### src/rtl/simple_merger.sv
// simple_merger: four-to-one valid/ready stream merger with a single registered output stage.
// Each accepted word is tagged with the 2-bit index of its source port.
// Arbitration is round-robin by default. Defining SIMPLE_MERGER_FIXED_PRIO_EN selects fixed
// priority instead (port 0 highest) and removes the rotating pointer.

module simple_merger #(
    parameter int unsigned DATA_SIZE = 32
) (
    input  logic                 clk,
    input  logic                 resetn,
    input  logic [DATA_SIZE-1:0] din0,
    input  logic [DATA_SIZE-1:0] din1,
    input  logic [DATA_SIZE-1:0] din2,
    input  logic [DATA_SIZE-1:0] din3,
    input  logic [3:0]           din_valid,
    output logic [3:0]           din_ready,
    output logic [DATA_SIZE-1:0] dout,
    output logic [1:0]           dout_addr,
    output logic                 dout_en,
    input  logic                 dout_ready
);

    logic [DATA_SIZE-1:0] r_dout;
    logic [1:0]           r_dout_addr;
    logic                 r_dout_en;

    logic [1:0]           w_base;       // port scanned first
    logic [3:0]           w_rot;        // din_valid rotated so bit 0 is port w_base
    logic [1:0]           w_off;        // offset of the winner from w_base
    logic                 w_grant_vld;
    logic [1:0]           w_grant_idx;
    logic                 w_load_ok;
    logic                 w_hs;
    logic [DATA_SIZE-1:0] w_grant_data;

`ifdef SIMPLE_MERGER_FIXED_PRIO_EN
    assign w_base = 2'd0;
`else
    logic [1:0] r_ptr;

    assign w_base = r_ptr;

    // Round-robin pointer: moves past the winner on every handshake only
    always_ff @(posedge clk or negedge resetn) begin
        if (!resetn) begin
            r_ptr <= 2'd0;
        end else if (w_hs) begin
            r_ptr <= w_grant_idx + 2'd1;
        end
    end
`endif

    // Rotate the valid vector and pick the first set bit relative to the base port
    always_comb begin
        w_rot       = 4'({din_valid, din_valid} >> w_base);
        w_grant_vld = 1'b1;
        w_off       = 2'd0;
        if (w_rot[0]) begin
            w_off = 2'd0;
        end else if (w_rot[1]) begin
            w_off = 2'd1;
        end else if (w_rot[2]) begin
            w_off = 2'd2;
        end else if (w_rot[3]) begin
            w_off = 2'd3;
        end else begin
            w_grant_vld = 1'b0;
        end
        w_grant_idx = w_base + w_off;
    end

    // Handshake qualification and one-hot ready; gated by resetn so nothing is accepted in reset
    always_comb begin
        w_load_ok = ~r_dout_en | dout_ready;
        w_hs      = resetn & w_load_ok & w_grant_vld;
        din_ready = w_hs ? (4'b0001 << w_grant_idx) : 4'b0000;
    end

    // Select the winning data word
    always_comb begin
        w_grant_data = din0;
        unique case (w_grant_idx)
            2'd0: w_grant_data = din0;
            2'd1: w_grant_data = din1;
            2'd2: w_grant_data = din2;
            2'd3: w_grant_data = din3;
            default: w_grant_data = din0;
        endcase
    end

    // Output entry: load on handshake, clear on drain without reload, otherwise hold
    always_ff @(posedge clk or negedge resetn) begin
        if (!resetn) begin
            r_dout      <= '0;
            r_dout_addr <= 2'd0;
            r_dout_en   <= 1'b0;
        end else if (w_hs) begin
            r_dout      <= w_grant_data;
            r_dout_addr <= w_grant_idx;
            r_dout_en   <= 1'b1;
        end else if (r_dout_en && dout_ready) begin
            r_dout      <= '0;
            r_dout_addr <= 2'd0;
            r_dout_en   <= 1'b0;
        end
    end

    assign dout      = r_dout;
    assign dout_addr = r_dout_addr;
    assign dout_en   = r_dout_en;

endmodule

### config.mk
export PLATFORM = sky130hd
export DESIGN_NAME = simple_merger
export DESIGN_NICKNAME = d
export VERILOG_FILES = /design/src/rtl/simple_merger.sv
export SDC_FILE = /design/constraint.sdc
export NUM_CORES = 1
export LEC_CHECK = 0
export CELL_PAD_IN_SITES_DETAIL_PLACEMENT = 1
export CELL_PAD_IN_SITES_GLOBAL_PLACEMENT = 1
export CORE_AREA = 2 2 145 76
export DETAILED_ROUTE_END_ITERATION = 6
export DIE_AREA = 0 0 147 78
export HOLD_SLACK_MARGIN = 0.12
export MAX_ROUTING_LAYER = met4
export PLACE_DENSITY = 0.77
export SLEW_MARGIN = 0
export SYNTH_ARGS = -nofsm -noshare
export SYNTH_HDL_FRONTEND = slang
export SYNTH_SLANG_ARGS = --single-unit
### constraint.sdc
create_clock -name clk -period 3.78 [get_ports clk]
set_clock_uncertainty 0.05 [all_clocks]
set_input_delay 0.378 -clock clk [delete_from_list [all_inputs] [get_ports clk]]
set_output_delay 0.378 -clock clk [all_outputs]
set_load 0.05 [all_outputs]
==> impl_metrics.toml <==
[sta]
tightest_slew_ns = 0.557
finalSetupTns_ns = 0
finalWorstPathRequiredPeriod_ns = 3.51
finalCritPeriodShare_pct = 92.9
hold_viol_final = 0
maxClockFrequency_mhz = 285
slew_headroom_pct = 62.8
setup_viol = 0
drv_slew = 0
rsz0062_at_grt = "false"

[global_route]
grt_pass1_wl_um = 16400
grt_max_degree = 39
track_usage_pct = 18.6
grt_pass1_vias = 2876
antenna_found_initial = 0
grt.overflow.total = 0

[logic_synthesis]
yosysMostFrequentCell = "nand2_1"
synth_top_area_share_pct = 39.9
synthCells = 275
synth-edff-count = 0
syn_nets = 416
synthTopCellsByCount = "38 x nand2_1, 37 x dfrtp_1, 35 x nor2_1, 34 x o21ai_0"
async_flop_share_pct = 100
synth.area.top_cells = "dfrtp_1 40%, a222oi_1 14%, o21ai_0 7.3%, a21oi_1 6.9%, nand2_1 6.2%"
ys.flop_type = "dfrtp_1"
ys_seq_area_share_pct = 39.9
ys_ff_latch = 37
avgSynthCellArea_um2 = 8.43
yosys.area.top_type = "dfrtp_1"
netlist_area_um2 = 2320
yosys_warnings = 0
synth_cell_types = 33

[clocking]
clockBufferDepth = 2
cts_resized = 0
cts_root_buffer = "clkbuf_16"
cts_buffers = 5
hold_buffers = 1
path_clk_slew_ns = 0.06
cts_setup_buffers = 0
cts_sinks = 37
htree_levels = 2
tritoncts = "done"
clk_latency_ns = 0.29

[power_and_ir_drop]
irDropWorstVdd_v = 0.000490
power_density_nw_per_um2 = 949
leakagePower_uw = 0.00173
total_power_uw = 4130

[drt]
met3_length_um = 279
route.met2.wl_um = 5800
drc = 0
top_layer = "met4"
wirelength_um = 10700
vias = 2828
avgViaCountPerCell = 4.88
antenna_left = 0
wl_met1_um = 4380
drt_pass1_iterations = 6
first_iter_violations = 266
wl_per_cell_um = 18.4

[status]
status = "finished, final reports clean"

[worst_setup_path]
critPathMaxFanout = 18
end_kind = "primary output"
worst_ep_required_time_ns = 3.35
cp.arrival_ns = 3.08
path_depth = 12
worst-setup-path-type = "input pin to primary output"
crit_slowest_cell = "clkdlybuf4s50_1"
r2r_cells = 14
cpMostUsedCell = "ha_1"
crit_chain = "clkdlybuf4s50_1, o22ai_1, o21ai_0, o221ai_1, ha_1, xnor2_1, and4_1, or2_2, ha_1, buf_4, and3_1, buf_12"
cp_top_family = "buffers and inverters"
startpoint_type = "input pin"
max_stage_delay_ns = 0.64
path_buf_inv = 3

[placement]
hpwlAfterDp_um = 8110
place_congestion = 0.793
io_buffer_count = 173

[floorplan]
fp.dieW_um = 147
io_pins = 174
start_util_pct = 23.0
die_y_um = 78
die-area_um2 = 11500
rows = 26
core_area_um2 = 10100

[run]
cap_violations = 0

[finish]
drive_above_1_share_pct = 6.82
nNetsFinal = 580
fin_util_pct = 43.2
synthToLayoutAreaGrowth_pct = 88.0
antennaDiodeCount = 0

[worst_hold_path]
whs_path_depth = 2
worstHoldPathType = "flop to flop"
[worst reg2reg max path, stage by stage (launching register included)]
cell	delay (ns)
dfrtp_1	0.53
nand2b_1	0.16
o22ai_1	0.07
o21ai_0	0.14
o221ai_1	0.13
ha_1	0.21
xnor2_1	0.14
and4_1	0.19
or2_2	0.32
ha_1	0.24
buf_4	0.21
a222oi_1	0.38
nor2_1	0.07
a21oi_1	0.14
o21ai_0	0.12
[stage by stage]
step / cell area, um2 / hold slack (ns) / cells / worst slack [ns]
global placement: 4210 / 0.411 / 571 / 0.266
global route: 4360 / 0.473 / 580 / 0.00865
floorplan: 2320 / 0.0324 / 275 / 0.533
CTS: 4360 / 0.433 / 580 / 0.260
detailed placement: 4210 / 0.419 / 571 / 0.170
finish: 4360 / 0.427 / 580 / 0.269
[cells in the final DEF, fill, tap and decap left out, drive strengths merged, types with 2 or more instances in the layout]
| cell type | synthesis | layout |
|---|---|---|
| o21ai | 38 | 38 |
| mux2i | 2 | 2 |
| clkbuf | 22 | 5 |
| clkinv | 0 | 2 |
| nand2b | 4 | 4 |
| a21oi | 32 | 32 |
| dfrtp | 37 | 37 |
| nor2b | 3 | 3 |
| buf | 6 | 16 |
| clkdlybuf4s50 | 0 | 168 |
| nor2 | 35 | 35 |
| and3 | 4 | 4 |
| ha | 6 | 6 |
| a222oi | 32 | 32 |
| nand2 | 39 | 39 |
| o221ai | 2 | 2 |
[layout make-up]
| type | instances | area [um2] |
|---|---|---|
| fillers | 1167 | 5730 |
| repair buffers | 185 | 1860 |
| multi-input cells | 209 | 1250 |
| flip-flops and latches | 37 | 926 |
| well taps | 140 | 175 |
| clock buffers | 5 | 125 |
| clock inverters | 3 | 17.5 |
| inverters | 1 | 3.75 |
[path summary, 6_finish.rpt]
check | endpoint | slack (ns) | from
min in group asynchronous | dout_en$_DFFE_PN0P_ | 0.64 | resetn
max in group asynchronous | dout[23]$_DFFE_PN0P_ | 2.69 | resetn
setup / recovery | din_ready[1] | 0.27 | din_valid[0]
setup reg to reg | dout[1]$_DFFE_PN0P_ | 0.54 | r_ptr[0]$_DFFE_PN0P_
hold / removal | dout[25]$_DFFE_PN0P_ | 0.43 | dout[25]$_DFFE_PN0P_
hold reg to reg | dout[25]$_DFFE_PN0P_ | 0.43 | dout[25]$_DFFE_PN0P_
[flip-flops by register name, summed over array words and instances (netlist names)]
name	flops
r_ptr	2
dout	32
dout_en	1
dout_addr	2
[logic make-up (layout without fill, tap and decap cells)]
kind of cell	count (synthesis)	after routing	share of synthesized area, %
fa+ha+maj	6	6	3.24
buf+inv	29	194	6.15
flops	37	37	39.9
xor+xnor	1	1	0.378
compound gates	108	108	31.5
simple gates	91	91	16.9
mux	3	3	1.89
[routing by layer]
layer | vias to the layer above | global-route usage [%]
met3 | 16 | 2.24
met5 | - | -
met4 | 0 | 5.58
met1 | 1395 | 21.9
met2 | 59 | 33.7
li1 | 1358 | -
[power breakdown]
group	total (uW)	switching, uW	internal (uW)
clock network	421	179	242
registers	636	93.4	543
logic	3080	1870	1210
Note: power is estimated with default switching activity, not from simulation.
